`config.mk`:
```
export PLATFORM = sky130hd
export DESIGN_NAME = roberto_uc
export DESIGN_NICKNAME = d
export VERILOG_FILES = /design/src/rtl/roberto_pkg.sv /design/src/rtl/roberto_uc_rx.sv /design/src/rtl/roberto_uc.sv
export SDC_FILE = /design/constraint.sdc
export NUM_CORES = 1
export LEC_CHECK = 0
export ABC_AREA = 1
export CAP_MARGIN = 20
export CORE_MARGIN = 5
export CORE_UTILIZATION = 31
export DETAILED_ROUTE_END_ITERATION = 8
export HOLD_SLACK_MARGIN = 0.1
export PLACE_DENSITY = 0.71
export SLEW_MARGIN = 10
export SYNTH_ARGS = -nofsm -noshare
export SYNTH_HDL_FRONTEND = slang
export SYNTH_HIERARCHICAL = 1
export SYNTH_SLANG_ARGS = --single-unit
```
`constraint.sdc`:
```
create_clock -name clock -period 1.5 [get_ports clock]
set_clock_uncertainty 0.1 [all_clocks]
set_input_delay 0.3 -clock clock [delete_from_list [all_inputs] [get_ports clock]]
set_output_delay 0.3 -clock clock [all_outputs]
set_load 0.01 [all_outputs]
```
`src/rtl/roberto_pkg.sv`:
```
// rtl/roberto_pkg.sv - shared state encodings and frame limits for roberto_uc
package roberto_pkg;

  typedef enum logic [3:0] {
    INICIAL     = 4'h0,
    PREPARA     = 4'h1,
    MEDE        = 4'h2,
    ESPERA_SEG  = 4'h3,
    TRANSMITE   = 4'h4,
    ESPERA_TX   = 4'h5,
    PROX_CHAR   = 4'h6,
    PROX_SENSOR = 4'h7,
    FIM_CICLO   = 4'h8
  } estado_t;

  typedef enum logic {
    RX_LIMPA = 1'b0,
    RX_ATIVO = 1'b1
  } estado_rx_t;

  localparam logic [1:0] ULTIMO_CHAR    = 2'd3;
  localparam logic [1:0] ULTIMO_SENSOR  = 2'd2;
  localparam logic [1:0] ULTIMO_SLOT_RX = 2'd3;

endpackage

```
`src/rtl/roberto_uc_rx.sv`:
```
// rtl/roberto_uc_rx.sv - reception sequencer: slot stepping and frame-complete pulse
module roberto_uc_rx
  import roberto_pkg::*;
(
  input  logic       clock,
  input  logic       rst_n,
  input  logic       pronto_recepcao,
  input  logic [1:0] Q_recepcao,
  output logic       cont_recepcao,
  output logic       quadro_recebido,
  output logic       zera_recpcao
);

  estado_rx_t estado_q, estado_d;
  logic       quadro_q, quadro_d;
  logic       zera_q, zera_d;

  always_ff @(posedge clock or negedge rst_n) begin
    if (!rst_n) begin
      estado_q <= RX_LIMPA;
      quadro_q <= 1'b0;
      zera_q   <= 1'b0;
    end else begin
      estado_q <= estado_d;
      quadro_q <= quadro_d;
      zera_q   <= zera_d;
    end
  end

  // The clear is registered so it can never glitch while the reset synchronizer releases.
  always_comb begin
    estado_d = RX_ATIVO;
    zera_d   = (estado_q == RX_LIMPA);
    quadro_d = (estado_q == RX_ATIVO) && pronto_recepcao && (Q_recepcao == ULTIMO_SLOT_RX);
  end

  assign cont_recepcao   = (estado_q == RX_ATIVO) && pronto_recepcao;
  assign quadro_recebido = quadro_q;
  assign zera_recpcao    = zera_q;

endmodule

```
`src/rtl/roberto_uc.sv`:
```
// rtl/roberto_uc.sv - roberto_fd control unit; ROBERTO_RX_EN compiles in the reception sequencer
module roberto_uc
  import roberto_pkg::*;
(
  input  logic       clock,
  input  logic       reset,
  input  logic       ligar,
  input  logic       pronto_seg,
  input  logic       pronto_serial,
  input  logic       pronto_recepcao,
  input  logic [1:0] Q_2,
  input  logic [1:0] Q_3,
  input  logic [1:0] Q_recepcao,
  output logic       zera_sensor,
  output logic       zera_serial,
  output logic       zera_seg,
  output logic       zera_2,
  output logic       zera_3,
  output logic       zera_recpcao,
  output logic       cont_seg,
  output logic       cont_2,
  output logic       cont_3,
  output logic       cont_recepcao,
  output logic       medir,
  output logic       partida_tx,
  output logic       quadro_recebido,
  output logic [3:0] db_estado
);

  logic [1:0] sinc_q;
  logic       rst_n;
  estado_t    estado_q, estado_d;

  // Asserts immediately, releases two clocks after reset goes high.
  always_ff @(posedge clock or negedge reset) begin
    if (!reset) sinc_q <= 2'b00;
    else        sinc_q <= {sinc_q[0], 1'b1};
  end
  assign rst_n = sinc_q[1];

  always_ff @(posedge clock or negedge rst_n) begin
    if (!rst_n) estado_q <= INICIAL;
    else        estado_q <= estado_d;
  end

  always_comb begin
    estado_d = estado_q;
    case (estado_q)
      INICIAL:     if (ligar) estado_d = PREPARA;
      PREPARA:     estado_d = MEDE;
      MEDE:        estado_d = ESPERA_SEG;
      ESPERA_SEG:  if (pronto_seg) estado_d = TRANSMITE;
      TRANSMITE:   estado_d = ESPERA_TX;
      ESPERA_TX: begin
        if (pronto_serial) begin
          if (Q_3 != ULTIMO_CHAR)        estado_d = PROX_CHAR;
          else if (Q_2 != ULTIMO_SENSOR) estado_d = PROX_SENSOR;
          else                           estado_d = FIM_CICLO;
        end
      end
      PROX_CHAR:   estado_d = TRANSMITE;
      PROX_SENSOR: estado_d = TRANSMITE;
      FIM_CICLO:   estado_d = ligar ? MEDE : INICIAL;
      default:     estado_d = INICIAL;
    endcase
  end

  always_comb begin
    zera_sensor = 1'b0;
    zera_serial = 1'b0;
    zera_seg    = 1'b0;
    zera_2      = 1'b0;
    zera_3      = 1'b0;
    cont_seg    = 1'b0;
    cont_2      = 1'b0;
    cont_3      = 1'b0;
    medir       = 1'b0;
    partida_tx  = 1'b0;
    case (estado_q)
      PREPARA: begin
        zera_sensor = 1'b1;
        zera_serial = 1'b1;
        zera_seg    = 1'b1;
        zera_2      = 1'b1;
        zera_3      = 1'b1;
      end
      MEDE: begin
        medir    = 1'b1;
        zera_seg = 1'b1;
      end
      ESPERA_SEG:  cont_seg   = 1'b1;
      TRANSMITE:   partida_tx = 1'b1;
      PROX_CHAR:   cont_3     = 1'b1;
      PROX_SENSOR: begin
        cont_2 = 1'b1;
        zera_3 = 1'b1;
      end
      FIM_CICLO: begin
        zera_2 = 1'b1;
        zera_3 = 1'b1;
      end
      default: ;
    endcase
  end

  assign db_estado = estado_q;

`ifdef ROBERTO_RX_EN
  roberto_uc_rx u_rx (
    .clock           (clock),
    .rst_n           (rst_n),
    .pronto_recepcao (pronto_recepcao),
    .Q_recepcao      (Q_recepcao),
    .cont_recepcao   (cont_recepcao),
    .quadro_recebido (quadro_recebido),
    .zera_recpcao    (zera_recpcao)
  );
`else
  // Receive path held cleared; its inputs are intentionally ignored.
  logic unused_rx;
  assign unused_rx       = ^{pronto_recepcao, Q_recepcao};
  assign cont_recepcao   = 1'b0;
  assign quadro_recebido = 1'b0;
  assign zera_recpcao    = 1'b1;
`endif

endmodule

```
==> impl_results.md, run 1 <==
* Crit share post-route at 112.5%
* Fin util at a little over two thirds
* Layout cells sized above 1 at 54.70%
* CTS tree: yes
* DRC violations left at 0
* Yosys top cell area share at between 30% and 40%
* WP data arrival at 1290 ps
* Post-synthesis sequential area ratio at 32.79%
* Post-Place Setup Slack at -323.3 ps
* Final Hold Fails at 0
* Commonest non-fill, non-tap cell in the layout: buf_4
* Status: finished, violations left
* Cell taking the most area after synthesis: dfrtp_1
* Synth async-reset ratio at 100.0%
* Vias in the first global route at 560
* Final Slew Violations at 0
* Initial Util at ~34%
* Final Instance Area at between 900 and 1000 um^2
* Critical path class: flop to output pin
* Synth Flop Type: dfrtp_1
* Initial DRC count at 7
* Max Clock Freq at around 590 MHz
* Via Count at about 590
* Final setup viols at 10
* Die ar. at 2346 um^2
* First-pass GRT wire length at 2.359 mm
* CP delay by family, top: flip-flops
* Yosys cell types at 19
* Worst-Skew Late Latency at approximately 240 ps
* Wirelength per Cell at around 11 um
* Area grow syn2layout at 107.9%
* WP buf/inv at 2
* CTS max path bufs at 2
* Clk pin slew, worst setup/hold paths at 40 ps
* Diode count at 0
* Die extent in y at about 48 um
* Yosys reg bits at 6
* Min Clock Period, post-route at about 1700 ps
* IO buf count at 22
* Pwr Density at 1983 nW/um^2
* Detail Route Antenna Nets at 0
* Layout Nets at approximately 130
* Routability cong. at roughly 0.85
* Worst setup slack after layout at -187.5 ps
* Hpwl dp at 1.042 mm
* Clock root cell: clkbuf_4
* Placed cell area at roughly 800 um^2
* CTS Sinks at 6
* HP Class: input port to async pin
* Synth Cell Area at ~460 um^2
* Warnings, synthesis at 6
* Largest stage delay, worst path at approximately 470 ps
* Num CTS Buffers at 3
* Max-capacitance violation count at 0
* Leak at ~0.51 nW
* Startpoint Class: flop
* Slowest CP cell: dfrtp_2
* Worst EP required at approximately 1100 ps
* CORE AREA at 1350 um^2
* Largest net degree at the start of global routing at 7
* CTS H-tree lvls at 1
* Cells after synthesis at 70
* Post-Route WL at 1.462 mm
* Failing checks: setup timing
* Commonest non-fill, non-tap cells in the layout: 16 x buf_4, 11 x nand2_1, 10 x buf_6
* Syn Area/Cell at between 6 and 7 um^2
* Die Width at about 48 um
* GRT overflow at 0
* TNS Setup at -1002 ps
* # IOs at 29
* Pre-antenna DRT Iters at 4
* Top cells by area, synth: dfrtp_1 33%, nand2_1 15%, nor2_1 9.0%
* Crit-path max FO at 5
* Initial antenna violation count at 0
* Vias/cell at around 4.5
* Post-synth EDFFs at 0
* Crit. End Element: output pin
* FP Rows at 13
* Unrepaired setup endpoints after global routing: yes
* Worst path cell trace: buf_6, nand2_4, nor2_2, or2_1, buf_2
* Peak supply drop at approximately 0.91 mV
* Gr usage total at 12.43%
[path summary, 6_finish.rpt]
path | cells after the start | slack, ps | end | startpoint
worst max register to register | 9 | 20 | db_estado[3]$_DFFE_PN0P_ | db_estado[1]$_DFFE_PN0P_
worst max-delay path | 5 | -190 | zera_3 | db_estado[0]$_DFFE_PN0P_
max in group asynchronous | 1 | 640 | db_estado[0]$_DFFE_PN0P_ | sinc_q[1]$_DFF_PN0_
min in group clock | 0 | 250 | sinc_q[1]$_DFF_PN0_ | sinc_q[0]$_DFF_PN0_
worst min-delay path | 1 | 120 | sinc_q[0]$_DFF_PN0_ | reset
worst min register to register | 0 | 250 | sinc_q[1]$_DFF_PN0_ | sinc_q[0]$_DFF_PN0_
[power by group]
part           internal (W)  switching [W]  leakage (nW)
Combinational      0.000751       0.000692         0.429
Clock             0.0000900      0.0000503        0.0138
Sequential         0.000215      0.0000900        0.0710
[metal layers]
metal / global-route usage [%] / wire length [um] / up-vias
li1: - / - / 308
met1: 13.91 / 548 / 255
met2: 20.43 / 752 / 26
met3: 6.422 / 154 / 2
met4: 3.226 / 5 / 0
met5: 0 / 0 / -
[worst register-to-register path: stages, from the launching register on]
cell and delay [ps]:
dfrtp_2 460, nor2_4 140, nand2_2 70, buf_6 120, buf_6 100, buf_6 100, buf_6 100, nand2_2 40
nand4_1 60, nor2_1 100
[layout make-up]
type	instances	area, um^2
Tap cell	15	18.77
Clock buffer	3	22.52
Multi-Input combinational cell	52	329.1
Sequential cell	6	152.6
Fill cell	106	397.9
Inverter	10	40.04
Timing Repair Buffer	46	389.1
[stage by stage]
step                 power, W  hold WS (ps)  cells
detailed placement   0.001411        -41.67    118
finish               0.001888         124.3    132
floorplan           0.0007976        -95.59     72
global route         0.002054         112.4    132
CTS                  0.001700         118.1    130
global placement     0.001400        -48.14    118
[registers in the layout (all words and copies together) (netlist names)]
name,flops
db_estado,4
sinc_q,2
[synthesized netlist by cell type, types with 2 or more instances]
cell	number
nand2_1	18
nor2_1	11
inv_1	7
dfrtp_1	6
buf_4	4
nor2_2	4
inv_2	3
nand4_1	3
conb_1	2
nand3_1	2
nand3b_1	2
[cell families (layout without fill, tap and decap cells)]
| group | count (synthesis) | count (layout) | synth area share, % |
|---|---|---|---|
| buffers and inverters | 14 | 59 | 14.76 |
| and+or+nand+nor | 44 | 44 | 45.08 |
| other | 2 | 4 | 1.640 |
| AOI/OAI and AO/OA | 4 | 4 | 5.739 |
| DFF | 6 | 6 | 32.79 |
[timing repair]
item,in CTS,in global routing
endpoints found under the setup margin,14,18
cloned,0,0
buffers inserted,8,5
gates resized for setup,61,24
pin swaps,9,13
endpoints found under the hold margin,4,0
hold buffers,1,0
Note: power is estimated with default switching activity, not from simulation.
==> run 2, diff against run 1 <==
==> constraint.sdc (replaced) <==
create_clock -name clock -period 2 [get_ports clock]
set_clock_uncertainty 0.1 [all_clocks]
set_input_delay 0.4 -clock clock [delete_from_list [all_inputs] [get_ports clock]]
set_output_delay 0.4 -clock clock [all_outputs]
set_load 0.1 [all_outputs]
==> run 2 against run 1 <==
  * The run now ends clean
  * Worst hold slack better by 100 ps
  * First-iteration DRC count up 100%
  * Die area unchanged
  * Critical path depth unchanged
  * Non-clock buffer count down 15
  * Via count down 6.6%
  * Routed wire length down 9.9%
  * Core utilization up 7.0 points
  * Flip-flop and latch count unchanged
  * Count of clock-buffer cells in the layout up 1
  * Cell area up 9.9%
  * Critical path type unchanged
==> impl_results.md, run 2 (synthesis results as in run 1) <==
* Final Hold Fails at 0
* Layout cells sized above 1 at roughly half
* Status: completed
* CTS H-tree lvls at 1
* Worst EP required at 1500 ps
* Initial antenna violation count at 0
* Gr usage total at between 10% and 20%
* Initial DRC count at 14
* Reg2Reg Setup Slack at around 590 ps
* CORE AREA at 1350 um^2
* DRC violations left at 0
* Placed cell area at ~900 um^2
* Hpwl dp at about 1.1 mm
* Wirelength per Cell at approximately 11 um
* Crit. End Element: output pin
* Worst r2r src: db_estado[1]$_DFFE_PN0P_
* Final Hold Slack at around 230 ps
* CTS max path bufs at 2
* Pre-antenna DRT Iters at 4
* Clk pin slew, worst setup/hold paths at 50 ps
* Num CTS Buffers at 3
* CTS tree: yes
* Detail Route Antenna Nets at 0
* Startpoint Class: flop
* Routability cong. at between 0.8 and 0.9
* Filler cells at 105
* Vias in the first global route at around 540
* Area grow syn2layout at 128.4%
* Commonest non-fill, non-tap cell in the layout: buf_12
* Via Count at between 500 and 600
* Worst path cell trace: inv_6, nand2_8, o22ai_4, or2_4, buf_12
* Max Clock Freq at 519.0 MHz
* GRT overflow at 0
* IO buf count at 22
* Crit-path max FO at 5
* Worst setup slack after layout at between 70 and 80 ps
* Slowest CP cell: dfrtp_4
* FP Rows at 13
* Die ar. at between 2000 and 2500 um^2
* Post-Route WL at around 1.3 mm
* Worst-Skew Late Latency at about 240 ps
* First-pass GRT wire length at around 2.3 mm
* # IOs at 29
* WP data arrival at 1430 ps
* Vias/cell at between 4 and 5
* Largest net degree at the start of global routing at 7
* Layout Nets at 116
* HP Class: input port to async pin
* Crit share post-route at between 90% and 100%
* Initial Util at 33.92%
* Die extent in y at 48.44 um
* Clock root cell: clkbuf_4
* Diode count at 0
* Final Slew Violations at 0
* Final Instance Area at around 1000 um^2
* TNS Setup at 0 ps
* Largest stage delay, worst path at 520 ps
* CTS Sinks at 6
* Min Clock Period, post-route at 1927 ps
* Final setup viols at 0
* Max FFs per register at 4
* Unrepaired setup endpoints after global routing: no
* Max-capacitance violation count at 0
* Post-Place Setup Slack at between 200 and 250 ps
* Worst Setup SP: db_estado[2]$_DFFE_PN0P_
* Critical path class: flop to output pin
* Die Width at just under 50 um
* Commonest non-fill, non-tap cells in the layout: 15 x buf_12, 14 x nand2_1, 8 x clkdlybuf4s50_1
==> run 2: area by class of cell <==
cell class / count / area, um^2 / share of cell area (%)
well taps: 15 / 18.77 / 1.794
clock buffers: 4 / 26.28 / 2.512
inverters: 10 / 51.30 / 4.904
multi-input cells: 52 / 341.6 / 32.66
flip-flops and latches: 6 / 165.2 / 15.79
repair buffers: 31 / 442.9 / 42.34
==> run 2: routing by layer <==
metal,vias up,GRT usage [%],wire [um]
li1,277,-,-
met1,254,12.57,500
met2,19,20.00,714
met3,2,3.670,85
met4,0,6.912,16
met5,-,0,0
==> run 2: worst paths after layout <==
path                                       endpoint  cells after the start
min reg2reg                     sinc_q[1]$_DFF_PN0_                      0
min                             sinc_q[0]$_DFF_PN0_                      1
min in group clock              sinc_q[1]$_DFF_PN0_                      0
max reg2reg                db_estado[1]$_DFFE_PN0P_                      8
max in group asynchronous  db_estado[0]$_DFFE_PN0P_                      1
max                                          zera_3                      5
==> run 2: worst max-delay path, delay by kind of cell, from the launching register on <==
kind            cells  cell delay [ps]
flops               1              520
buf+inv             2              260
simple gates        2              230
compound gates      1              180
==> run 2: timing repair <==
action,4_1_cts,5_1_grt
hold buffers,1,0
pin swaps,1,4
endpoints found under the hold margin,4,0
resized for setup,2,1
setup endpoints to repair,2,2
setup buffers,4,4
==> run 2: stage by stage <==
step / util [%] / std cells
2_1_floorplan: - / 72
3_3_place_gp: 68.67 / 105
3_5_place_dp: 68.67 / 105
4_1_cts: 73.96 / 114
5_1_grt: 77.48 / 118
6_report: 77.48 / 118
Power of run 2 is not shown: default switching activity piles up to over one toggle a cycle in this logic, so the estimate is an artifact.
